`config.mk`:
```
export PLATFORM = sky130hd
export DESIGN_NAME = load_store_unit
export DESIGN_NICKNAME = d
export VERILOG_FILES = /design/src/rtl/lsu_pkg.sv /design/src/rtl/lsu_byte_lane.sv /design/src/rtl/load_store_unit.sv
export SDC_FILE = /design/constraint.sdc
export NUM_CORES = 1
export LEC_CHECK = 0
export ABC_CLOCK_PERIOD_IN_PS = 5650
export BUFFER_PORTS_ARGS = -buffer_cell sky130_fd_sc_hd__buf_2
export CAP_MARGIN = 10
export CORE_MARGIN = 4
export CORE_UTILIZATION = 37
export CTS_BUF_LIST = sky130_fd_sc_hd__clkbuf_16
export DETAILED_ROUTE_END_ITERATION = 7
export GPL_TIMING_DRIVEN = 0
export HOLD_SLACK_MARGIN = 0.1
export PLACE_DENSITY_LB_ADDON = 0.2
export SLEW_MARGIN = 20
export SYNTH_ARGS = -nofsm -noshare
export SYNTH_HDL_FRONTEND = slang
export SYNTH_SLANG_ARGS = --single-unit
```
`constraint.sdc`:
```
create_clock -name clk -period 5.65 [get_ports clk]
set_clock_uncertainty 0.1 [all_clocks]
set_input_delay 0.2825 -clock clk [delete_from_list [all_inputs] [get_ports clk]]
set_output_delay 0.2825 -clock clk [all_outputs]
set_load 0.02 [all_outputs]
```
`src/rtl/lsu_pkg.sv`:
```
// Shared types and helpers for the load/store unit.
// Contents:
//   size_e  - access size encoding carried on req_size
//   state_e - control states of the load/store sequencer
//   is_misaligned() - alignment / legality check for a size and byte offset
package lsu_pkg;

    typedef enum logic [1:0] {
        SZ_BYTE    = 2'b00,
        SZ_HALF    = 2'b01,
        SZ_WORD    = 2'b10,
        SZ_ILLEGAL = 2'b11
    } size_e;

    typedef enum logic [1:0] {
        ST_IDLE  = 2'b00,
        ST_READ  = 2'b01,
        ST_WRITE = 2'b10,
        ST_RESP  = 2'b11
    } state_e;

    // The illegal size encoding is treated as misaligned so a single
    // check covers both reasons for rejecting on size/offset.
    function automatic logic is_misaligned(input size_e size, input logic [1:0] off);
        logic bad;
        case (size)
            SZ_BYTE: bad = 1'b0;
            SZ_HALF: bad = off[0];
            SZ_WORD: bad = (off != 2'b00);
            default: bad = 1'b1;
        endcase
        return bad;
    endfunction

endpackage

```
`src/rtl/lsu_byte_lane.sv`:
```
// Combinational lane steering for the load/store unit (little-endian).
// Ports:
//   old_word    in  32  word read from memory, base for a sub-word store
//   wdata       in  32  right-aligned store data
//   size        in  2   access size
//   byte_off    in  2   byte offset within the word (addr[1:0])
//   ld_unsigned in  1   1 = zero-extend load, 0 = sign-extend
//   ld_word     in  32  word the load result is extracted from
//   merged_word out 32  old_word with the addressed lane(s) replaced
//   ld_result   out 32  extracted, right-aligned, extended load value
module lsu_byte_lane
    import lsu_pkg::*;
(
    input  logic [31:0] old_word,
    input  logic [31:0] wdata,
    input  size_e       size,
    input  logic [1:0]  byte_off,
    input  logic        ld_unsigned,
    input  logic [31:0] ld_word,
    output logic [31:0] merged_word,
    output logic [31:0] ld_result
);

    logic [7:0]  lane_byte_s;
    logic [15:0] lane_half_s;
    logic        ext_bit_s;

    // Store merge: overwrite only the addressed lane of the old word.
    always_comb begin
        merged_word = old_word;
        case (size)
            SZ_BYTE: merged_word[{byte_off, 3'b000} +: 8]       = wdata[7:0];
            SZ_HALF: merged_word[{byte_off[1], 4'b0000} +: 16]  = wdata[15:0];
            SZ_WORD: merged_word = wdata;
            default: merged_word = old_word;
        endcase
    end

    // Load extract: right-align the lane, then fill upper bits with the
    // lane MSB (signed) or zero (unsigned).
    always_comb begin
        lane_byte_s = ld_word[{byte_off, 3'b000} +: 8];
        lane_half_s = ld_word[{byte_off[1], 4'b0000} +: 16];
        ext_bit_s   = 1'b0;
        ld_result   = 32'h0000_0000;
        case (size)
            SZ_BYTE: begin
                ext_bit_s = ~ld_unsigned & lane_byte_s[7];
                ld_result = {{24{ext_bit_s}}, lane_byte_s};
            end
            SZ_HALF: begin
                ext_bit_s = ~ld_unsigned & lane_half_s[15];
                ld_result = {{16{ext_bit_s}}, lane_half_s};
            end
            SZ_WORD: ld_result = ld_word;
            default: ld_result = 32'h0000_0000;
        endcase
    end

endmodule

```
`src/rtl/load_store_unit.sv`:
```
// Byte-addressed load/store initiator in front of a word-addressed data
// memory (combinational read, synchronous word write, no byte enables).
// Sub-word stores are done as read-modify-write; sub-word loads are
// extracted and extended here. Illegal accesses fault without strobes.
// Ports:
//   clk, rst_n                     clock, synchronous active-low reset
//   req_valid/req_ready            request handshake (ready only in idle)
//   req_we, req_size, req_unsigned access type
//   req_addr, req_wdata            byte address, right-aligned store data
//   resp_valid, resp_rdata, resp_fault  one-cycle completion
//   mem_addr, mem_write_data, mem_read_en, mem_write_en, mem_read_data
//                                  word-addressed memory interface
module load_store_unit
    import lsu_pkg::*;
#(
    parameter int DATA_WIDTH       = 32,
    parameter int DMEM_DEPTH_WORDS = 1024,
    localparam int WIDX            = $clog2(DMEM_DEPTH_WORDS)
) (
    input  logic                  clk,
    input  logic                  rst_n,
    input  logic                  req_valid,
    output logic                  req_ready,
    input  logic                  req_we,
    input  logic [1:0]            req_size,
    input  logic                  req_unsigned,
    input  logic [31:0]           req_addr,
    input  logic [DATA_WIDTH-1:0] req_wdata,
    output logic                  resp_valid,
    output logic [DATA_WIDTH-1:0] resp_rdata,
    output logic                  resp_fault,
    output logic [WIDX-1:0]       mem_addr,
    output logic [DATA_WIDTH-1:0] mem_write_data,
    output logic                  mem_read_en,
    output logic                  mem_write_en,
    input  logic [DATA_WIDTH-1:0] mem_read_data
);

    localparam logic [31:0] DEPTH_LIMIT = DMEM_DEPTH_WORDS[31:0];

    state_e             state_q, state_d;
    logic               we_q, we_d;
    size_e              size_q, size_d;
    logic               unsigned_q, unsigned_d;
    // Only the bits that select a word or lane are kept; the range
    // check is done on the full request address at accept time.
    logic [WIDX+1:0]    addr_q, addr_d;
    logic [31:0]        wdata_q, wdata_d;
    logic [31:0]        rd_word_q, rd_word_d;
    logic [31:0]        resp_rdata_q, resp_rdata_d;
    logic               resp_fault_q, resp_fault_d;

    logic               accept_s;
    logic               fault_s;
    logic [31:0]        merged_s;
    logic [31:0]        ld_result_s;

    assign accept_s = req_valid && req_ready;
    assign fault_s  = is_misaligned(size_e'(req_size), req_addr[1:0])
                    || ({2'b00, req_addr[31:2]} >= DEPTH_LIMIT);

    lsu_byte_lane u_lane (
        .old_word    (rd_word_q),
        .wdata       (wdata_q),
        .size        (size_q),
        .byte_off    (addr_q[1:0]),
        .ld_unsigned (unsigned_q),
        .ld_word     (mem_read_data),
        .merged_word (merged_s),
        .ld_result   (ld_result_s)
    );

    // Next-state logic, request latch and response data staging.
    always_comb begin
        state_d      = state_q;
        we_d         = we_q;
        size_d       = size_q;
        unsigned_d   = unsigned_q;
        addr_d       = addr_q;
        wdata_d      = wdata_q;
        rd_word_d    = rd_word_q;
        resp_rdata_d = 32'h0000_0000;
        resp_fault_d = 1'b0;
        case (state_q)
            ST_IDLE: begin
                if (accept_s) begin
                    we_d       = req_we;
                    size_d     = size_e'(req_size);
                    unsigned_d = req_unsigned;
                    addr_d     = req_addr[WIDX+1:0];
                    wdata_d    = req_wdata;
                    if (fault_s) begin
                        state_d      = ST_RESP;
                        resp_fault_d = 1'b1;
                    end else if (req_we && (size_e'(req_size) == SZ_WORD)) begin
                        state_d = ST_WRITE;
                    end else begin
                        state_d = ST_READ;
                    end
                end else begin
                    state_d = ST_IDLE;
                end
            end
            ST_READ: begin
                rd_word_d = mem_read_data;
                if (we_q) begin
                    state_d = ST_WRITE;
                end else begin
                    state_d      = ST_RESP;
                    resp_rdata_d = ld_result_s;
                end
            end
            ST_WRITE: state_d = ST_RESP;
            ST_RESP:  state_d = ST_IDLE;
            default:  state_d = ST_IDLE;
        endcase
    end

    // State and datapath registers with synchronous reset.
    always_ff @(posedge clk) begin
        if (!rst_n) begin
            state_q      <= ST_IDLE;
            we_q         <= 1'b0;
            size_q       <= SZ_BYTE;
            unsigned_q   <= 1'b0;
            addr_q       <= '0;
            wdata_q      <= 32'h0000_0000;
            rd_word_q    <= 32'h0000_0000;
            resp_rdata_q <= 32'h0000_0000;
            resp_fault_q <= 1'b0;
        end else begin
            state_q      <= state_d;
            we_q         <= we_d;
            size_q       <= size_d;
            unsigned_q   <= unsigned_d;
            addr_q       <= addr_d;
            wdata_q      <= wdata_d;
            rd_word_q    <= rd_word_d;
            resp_rdata_q <= resp_rdata_d;
            resp_fault_q <= resp_fault_d;
        end
    end

    // Strobes and handshakes are state decodes gated by rst_n so that an
    // abandoned transaction cannot touch memory in the reset cycle.
    assign req_ready      = (state_q == ST_IDLE)  && rst_n;
    assign resp_valid     = (state_q == ST_RESP)  && rst_n;
    assign mem_read_en    = (state_q == ST_READ)  && rst_n;
    assign mem_write_en   = (state_q == ST_WRITE) && rst_n;
    assign resp_rdata     = resp_rdata_q;
    assign resp_fault     = resp_fault_q;
    assign mem_addr       = addr_q[WIDX+1:2];
    assign mem_write_data = merged_s;

endmodule

```
# After elaboration in Yosys (flattened, before gate mapping)

Index checks and enable logic that the tools add are counted.

Flip-flop bits (word level): 115
Bits of input ports: 103
Output and inout port bits: 79
Word-level logic and storage cells: 55

Add/sub/neg operators: 2
Order comparisons: 1
Equal/unequal tests: 7
Shift-type cells: 6
Multiplexer cells: 11
Bitwise operators: 5
Reductions and logical operators: 14

Operators by type and width:

| operator                                                                               | number |
|---|---|
| 32-bit one-hot mux with 3 select lines                                                 | 2 |
| 32-bit bitwise mux                                                                     | 2 |
| 16-bit by 7-bit variable shift with 32-bit output (first input constant)               | 1 |
| 8-bit by 7-bit variable shift with 32-bit output (first input constant)                | 1 |
| 16-bit by 7-bit indexed part select with 32-bit output                                 | 1 |
| 32-bit by 6-bit indexed part select with 16-bit output                                 | 1 |
| 32-bit by 6-bit indexed part select with 8-bit output                                  | 1 |
| 8-bit by 7-bit indexed part select with 32-bit output                                  | 1 |
| 30-bit by 11-bit greater-or-equal comparator with 1-bit output (second input constant) | 1 |
| 5-bit negation with 7-bit output                                                       | 2 |
| 2-bit == test (second input constant)                                                  | 4 |
| 2-bit one-hot mux with 4 select lines                                                  | 1 |
| 2-bit by 1-bit == test with 1-bit output (second input constant)                       | 3 |
| 1-bit logical AND                                                                      | 6 |
| 2-bit logical NOT                                                                      | 3 |
| 2-bit two-way mux                                                                      | 3 |
| 1-bit NOT                                                                              | 3 |
| 1-bit one-hot mux with 3 select lines                                                  | 1 |
| 3-bit AND reduction                                                                    | 1 |
| 3-bit OR reduction                                                                     | 1 |
| 1-bit bitwise AND                                                                      | 2 |
| 1-bit two-way mux                                                                      | 2 |
| 2-bit AND reduction                                                                    | 1 |
| 2-bit nonzero test                                                                     | 1 |
| 1-bit logical OR                                                                       | 1 |

# Logic depth before layout (Yosys ltp)

Gate-level depths: netlist (run 1).

Depth in word-level cells: 6
Gate-level depth with buffers: 9

# By module

A second synthesis (run 1) with hierarchy kept.

Cell total of the unflattened synthesis: 712
Area total of the unflattened synthesis: 6199.7 sq um

By module, submodules not included:

| module          | times used | cells each | area each (sq um) | sequential area each (sq um) |
|---|---|---|---|---|
| load_store_unit | 1          | 425        | 4102.7            | 2302.2 |
| lsu_byte_lane   | 1          | 287        | 2097.0            | 0.0 |

# Worst setup path after synthesis (run 1)

Ideal clock, no wire load.

Path kind: register -> output
Start point: reg addr_q[1]
End point: out mem_write_data[24]
Arrival time: 2.152 ns
Data required time: 5.268 ns
Setup slack: 3.115 ns
Cell stages (with the launch flop): 10
Buffers on the path: 3
Cell sequence: dfxtp_1 > buf_6 > clkbuf_1 > inv_1 > ha_1 > nor4bb_1 > buf_4 > a221o_1 > a21oi_1 > a31oi_1

Longest elaborated chain between the ends: 4

RTL lines:

| what                                                                                 | RTL line                                 | text |
|---|---|---|
| start: declaration                                                                   | load_store_unit.sv:47                    | `logic [WIDX+1:0] addr_q, addr_d;` |
| start signal: assignment                                                             | load_store_unit.sv:136                   | `addr_q <= addr_d;` |
| 5-bit negation with 7-bit output, on equally long branches                           | lsu_byte_lane.sv:33, lsu_byte_lane.sv:32 |  |
| 16-bit by 7-bit indexed part select with 32-bit output, or another cell as far along | lsu_byte_lane.sv:33                      | `SZ_HALF: merged_word[{byte_off[1], 4'b0000} +: 16] = wdata[15:0];` |
| 32-bit bitwise mux, on equally long branches                                         | lsu_byte_lane.sv:33, lsu_byte_lane.sv:32 |  |
| 32-bit one-hot mux with 3 select lines *                                             | lsu_byte_lane.sv:31                      | `case (size)` |
| end: declaration                                                                     | load_store_unit.sv:33                    | `output logic [DATA_WIDTH-1:0] mem_write_data,` |

Every way passes the cells marked *; elsewhere a longest branch is shown, timed or not.

# Final worst setup path (run 1)

Start point: reg addr_q[1]
End point: out mem_write_data[30]

Same word-level chain as after synthesis.

==> impl_metrics.tcl, run 1 <==
set metrics [dict create \
    coreArea_mm2 0.0154 \
    grt_usage 0.230 \
    crit_start "addr_q[1]$_SDFFE_PN0P_" \
    finalSetupViolations 0 \
    antenna_found_initial 1 \
    final_util 0.548 \
    worstSetupPathType "flip-flop to primary output" \
    top_layer_used "met5" \
    wl_met2_um 9150 \
    grt_pass1_vias 5932 \
    met3_wirelength_um 1390 \
    p_clk_frac 0.430 \
    synth.distinct_cells 53 \
    io_pins 182 \
    synth_top_area_share 0.393 \
    synthesis.nets 805 \
    wirelength_um 20500 \
    diodes 0 \
    synth_ff_type "dfxtp_1" \
    vias 6022 \
    post-place-ws_ps 2750 \
    maxSlewViolCount 0 \
    crit_path_top_delay_cell "dfxtp_1" \
    crit_chain "buf_6 > clkbuf_1 > inv_1 > ha_1 > nor4bb_1 > buf_4 > a221oi_2 > a211o_1 > nand4_1 > buf_2" \
    synth.top_cells.by_count "nand2_1 (137), dfxtp_1 (115), mux2i_1 (49), o21ai_0 (49), nor2b_1 (48)" \
    place_congestion 0.911 \
    crit_path_end_kind "primary output" \
    switching_power_uw 728 \
    internal_power_uw 1770 \
    slew_headroom 0.606 \
    ys_seq_area_frac 0.393 \
    rsz0062_at_grt "false" \
    crit_path_max_fanout 10 \
    grt_max_degree 17 \
    synth_area_per_cell_um2 8.46 \
    max_stage_delay_ps 360 \
    drc 0 \
    hp-class "primary input to flip-flop" \
    vdd_ir_drop_max_mv 0.236 \
    htreeDepth 4 \
    fillers 1490 \
    async_flop_share 0 \
    syn-cell-area_mm2 0.00586 \
    cts_root_buf "clkbuf_16" \
    cts_max_path_buffers 2 \
    p_sw_frac 0.292 \
    grt_pass1_wl_um 32300 \
    cts.sinks 115 \
    ys_ff_latch 115 \
    cts_inserted_buffers 17 \
    critPathLaunchType "flip-flop" \
    drt_pass1_iterations 5 \
    portBuffers 181 \
    synth_most_common_cell "nand2_1" \
    die_h_um 134 \
    num-nets-final 1085 \
    yosysWarningCount 0 \
    dp_hpwl_um 14900 \
    via_per_inst 5.03 \
    cp_data_arrival_time_ps 3020 \
    crit_required_ps 5270 \
    worstHoldStart "req_addr[13]" \
    synth_cells 693 \
    seqPwrFrac 0.361 \
    cts_resized 0 \
    areaGrowthSynthToFinish_pct 43.7 \
    dieArea_mm2 0.0179 \
    period_minus_slack_ps 3400 \
    grt-ovfl-total 0 \
    drive_above_1_share 0.291 \
    drt-met1-wl_um 9340 \
    synthTopCellsByArea "dfxtp_1 (39%), nand2_1 (8.8%), mux2i_1 (8.4%), nor2b_1 (5.1%), o21ai_0 (4.2%)" \
    p_leak_uw 0.00353 \
    power_density_mw_per_mm2 296 \
    antenna_left 0 \
    post_drt_wl_per_cell_um 17.1 \
    finalCritPeriodShare 0.601 \
    fp-row-count 45 \
    synth_edf_count 0 \
    yosys.area.top_type "dfxtp_1" \
    start_util 0.382 \
    cts_tree "yes" \
    finalWorstSetupSlack_ps 2250 \
    cap_viol_max_count 0 \
    pwr-share-comb 0.209 \
    r2r-start "state_q[1]$_SDFF_PN0_" \
    max_freq_mhz 294 \
    hold_violations 0 \
    tns_ps 0 \
    worst_slew_pin_slew_ps 590 \
    clk_latency_ps 420 \
    initialDrtViolationCount 380 \
    clk_pin_slew_ps 60 \
    outcome "completed" \
    fp.dieW_um 134 \
]
==> placed cells by master, fill, tap and decap left out, drive strengths merged, types with 7 or more instances in the layout <==
cell         netlist  layout
a21oi             38      38
a221oi             9       9
a22o               8       8
a22oi             17      17
a31oi              9       9
buf               42     223
clkbuf            23      40
clkinv             0       7
dfxtp            115     115
dlygate4sd3        0      80
ha                 9       9
inv               23      25
mux2               8       8
mux2i             49      49
nand2            137     137
nand2b             8       8
nand3             11      11
nor2              10      10
nor2b             48      48
o211ai            12      12
o21ai             58      58
o22ai              8       8
o31ai              9       9
or3                8       8
==> per-stage QoR <==
step                instance area (um^2)  hold slack [ps]  instances  total power, uW
floorplan                           5860              291        693             1220
global placement                    7030              339       1085             1390
detailed placement                  7030              347       1085             1390
CTS                                 8430              138       1197             2510
global route                        8430              219       1197             2610
finish                              8430              149       1197             2500
==> kinds of logic (layout without fill, tap and decap cells) <==
family                   after synthesis  count (layout)  synth area share
AO/OA/AOI/OAI                        181             181             0.212
adder cells (fa/ha/maj)                9               9            0.0192
AND/OR/NAND/NOR                      243             243             0.201
multiplexers                          57              57            0.0996
flip-flops                           115             115             0.393
buffers and inverters                 88             381            0.0755
==> sequential cells by signal, indices dropped and copies added (netlist names) <==
name and cells:
addr_q 12, rd_word_q 32, resp_fault 1, resp_rdata 32, size_q 2, state_q 2
unsigned_q 1, wdata_q 32, we_q 1
==> per-layer routing <==
| metal | GRT usage | vias to the layer above |
|---|---|---|
| met5 | 0 | - |
| met4 | 0.0949 | 2 |
| met3 | 0.0503 | 40 |
| met2 | 0.362 | 247 |
| met1 | 0.305 | 2763 |
| li1 | - | 2970 |
==> area by class of cell <==
class,count,area [um^2],area share
well taps,211,264,0.0313
clock buffers,17,425,0.0505
plain buffers,65,357,0.0423
multi-input cells,490,3120,0.370
repair buffers,261,1710,0.203
inverters,23,86.3,0.0102
flip-flops and latches,115,2300,0.273
clock inverters,15,166,0.0197
==> critical path, delay by kind of cell, from the launching register on <==
kind,cells,cell delay [ps]
buf+inv,5,1090
compound gates,2,340
flops,1,360
fa+ha+maj,1,360
simple gates,2,450
==> repair_timing <==
item	CTS	global route
hold endpoints to repair	101	0
hold buffers	80	0
buffers inserted	0	0
==> worst paths after layout <==
path / endpoint / slack (ps) / cells after the start
max reg2reg: addr_q[7]$_SDFFE_PN0P_ / 3750 / 8
min: resp_fault$_SDFF_PN0_ / 150 / 5
min reg2reg: wdata_q[26]$_SDFFE_PN0P_ / 350 / 2
max: mem_write_data[30] / 2250 / 10
==> power groups by stage <==
stage | clock [uW] | combinational, uW | sequential, uW
after global placement | 0 | 471 | 916
after detailed placement | 0 | 472 | 916
after global routing | 1140 | 569 | 905
after CTS | 1090 | 519 | 899
final | 1070 | 522 | 900
after floorplan | 0 | 311 | 906
No activity file was read; power rests on OpenSTA's default activity.
==> run 2, diff against run 1 <==
--- a/config.mk
+++ b/config.mk
@@ -5,7 +5,8 @@
 export SDC_FILE = /design/constraint.sdc
 export NUM_CORES = 1
 export LEC_CHECK = 0
-export ABC_CLOCK_PERIOD_IN_PS = 5650
+export ABC_AREA = 1
+export ABC_CLOCK_PERIOD_IN_PS = 3000
 export BUFFER_PORTS_ARGS = -buffer_cell sky130_fd_sc_hd__buf_2
 export CAP_MARGIN = 10
 export CORE_MARGIN = 4
==> constraint.sdc (replaced) <==
create_clock -name clk -period 3 [get_ports clk]
set_clock_uncertainty 0.1 [all_clocks]
set_input_delay 0.15 -clock clk [delete_from_list [all_inputs] [get_ports clk]]
set_output_delay 0.15 -clock clk [all_outputs]
set_load 0.02 [all_outputs]
==> impl_metrics.tcl, run 2 <==
set metrics [dict create \
    post_drt_wl_per_cell_um 15.5 \
    ys_ff_latch 115 \
    cap_viol_max_count 0 \
    synth_area_per_cell_um2 7.05 \
    cts_root_buf "clkbuf_16" \
    hold_slack_ps 151 \
    num-nets-final 1243 \
    total_power_uw 5020 \
    yosys.area.top_type "dfxtp_1" \
    crit_path_max_fanout 3 \
    maxSlewViolCount 0 \
    drt_pass1_iterations 5 \
    layout_commonest_cell "buf_2" \
    worstSetupPathType "primary input to flip-flop" \
    initialDrtViolationCount 551 \
    start_util 0.375 \
    ys_seq_area_frac 0.388 \
    layout_common_cells "buf_2 (191), nand2_1 (173), inv_1 (117)" \
    grt_max_degree 17 \
    tns_ps 0 \
    async_flop_share 0 \
    synth.top_cells.by_count "nand2_1 (173), inv_1 (117), dfxtp_1 (115), o21ai_0 (96), a21oi_1 (74)" \
    areaGrowthSynthToFinish_pct 45.5 \
    finalNonFillerCells 1360 \
    yosysWarningCount 0 \
    synthTopCellsByArea "dfxtp_1 (39%), nand2_1 (11%), o21ai_0 (8.1%), inv_1 (7.4%), a21oi_1 (6.2%)" \
    clk_latency_ps 420 \
    synth_ff_type "dfxtp_1" \
    synth.distinct_cells 30 \
    crit_required_ps 3190 \
    fp.dieW_um 135 \
    grt_pass1_wl_um 33100 \
    cpMostUsedCell "dlygate4sd3_1" \
    finalSetupViolations 0 \
    antenna_left 0 \
    dieArea_mm2 0.0181 \
    vdd_ir_drop_max_mv 0.411 \
    hp-class "primary input to flip-flop" \
    grt_pass1_vias 6404 \
    htreeDepth 4 \
    slew_headroom 0.550 \
    synth_most_common_cell "nand2_1" \
    p_leak_uw 0.00410 \
    crit_path_top_delay_cell "dlygate4sd3_1" \
    grt_usage 0.233 \
    finalCritPeriodShare 0.967 \
    cts_max_path_buffers 2 \
    antenna_found_initial 0 \
    drc 0 \
    cts.sinks 115 \
    clk_pin_slew_ps 50 \
    place_congestion 0.927 \
    hold_violations 0 \
    dp_hpwl_um 15700 \
    drive_above_1_share 0.245 \
    synth_cells 842 \
    die_h_um 135 \
    portBuffers 181 \
    dp.cells 1239 \
    synth_top_area_share 0.388 \
    diodes 0 \
    max_freq_mhz 345 \
    max_stage_delay_ps 560 \
    outcome "completed" \
    crit_chain "dlygate4sd3_1 > buf_2 > nor2_1 > dlygate4sd3_1 > nand2_1 > dlygate4sd3_1 > nor2_1 > dlygate4sd3_1 > nand2_1 > o21ai_0 > a21oi_1" \
    via_per_inst 4.87 \
    crit_family "buffers and inverters" \
    rsz0062_at_grt "false" \
    synth_edf_count 0 \
    critPathLaunchType "primary input" \
    syn-cell-area_mm2 0.00594 \
    cts_inserted_buffers 17 \
    wirelength_um 21100 \
    cts_tree "yes" \
    fp-row-count 46 \
    reg2reg_slack_ps 850 \
    period_minus_slack_ps 2900 \
    cp_num_buf_inv 5 \
    grt-ovfl-total 0 \
    coreArea_mm2 0.0158 \
    crit_path_end_kind "flip-flop" \
    cp_data_arrival_time_ps 3090 \
    synthesis.nets 954 \
    power_density_mw_per_mm2 581 \
    vias 6626 \
    worst_slew_pin_slew_ps 676 \
    io_pins 182 \
]
==> run 2: cell types whose count changed after synthesis, moves of 11 or more <==
cell / before / now
inv_1: 22 / 117
nand3_1: 11 / 61
mux2i_1: 49 / 0
nor2b_1: 48 / 0
o21ai_0: 49 / 96
a21oi_1: 28 / 74
nand2_1: 137 / 173
nor2_1: 8 / 20
o21ai_2: 1 / 12
==> run 2: worst register-to-register path: cells and delay by family, from the launching register on <==
kind | cells | cell delay (ps)
and+or+nand+nor | 2 | 270
AOI/OAI and AO/OA | 1 | 140
buffers and inverters | 4 | 920
adders and majority gates | 1 | 220
DFF | 1 | 350
==> run 2: timing repair <==
action,in CTS,in global routing
hold endpoints to repair,111,0
setup endpoints to repair,24,32
buffers inserted,0,2
gates resized for setup,1,8
hold buffers,89,0
pin swaps,0,1
==> run 2: final timing paths <==
path,startpoint,to,cells past startpoint
min,req_addr[26],resp_fault$_SDFF_PN0_,7
max,req_addr[23],state_q[0]$_SDFF_PN0_,11
min reg2reg,addr_q[9]$_SDFFE_PN0P_,addr_q[9]$_SDFFE_PN0P_,2
max reg2reg,state_q[0]$_SDFF_PN0_,wdata_q[15]$_SDFFE_PN0P_,8
==> run 2: power breakdown <==
group,total (uW),internal [uW],switching [uW],leakage [uW]
Clock,2080,1360,719,0.000297
Combinational,1180,449,732,0.00287
Sequential,1750,1660,96.2,0.000941
Total,5020,3470,1550,0.00410
==> run 2: metrics by stage <==
stage	utilization	setup WS (ps)	cell area, um^2
final	0.546	99.0	8640
after global routing	0.546	44.6	8640
after CTS	0.543	6.31	8600
after detailed placement	0.449	246	7110
after global placement	0.449	249	7110
after floorplan	-	895	5940
==> run 2: kinds of logic (layout without fill, tap and decap cells) <==
kind of cell,Yosys count,count (layout),share of synthesized area
AND/OR/NAND/NOR,272,272,0.198
AO/OA/AOI/OAI,260,260,0.259
buffers and inverters,186,488,0.136
flip-flops,115,115,0.388
adder cells (fa/ha/maj),9,9,0.0190
==> run 2: cell type report <==
cell class                      count  area (um^2)
Clock buffer                       17          425
Sequential cell                   115         2300
Clock inverter                     15          173
Tap cell                          216          270
Inverter                          123          470
Multi-Input combinational cell    541         2840
Buffer                             61          343
Timing Repair Buffer              272         1810
Fill cell                        1546         7190
==> run 2: per-layer routing <==
layer,share of wire,GRT usage,vias up
met5,0,0,-
met4,0.020,0.0837,0
met3,0.076,0.0458,30
met2,0.46,0.379,284
met1,0.45,0.309,2953
li1,-,-,3359
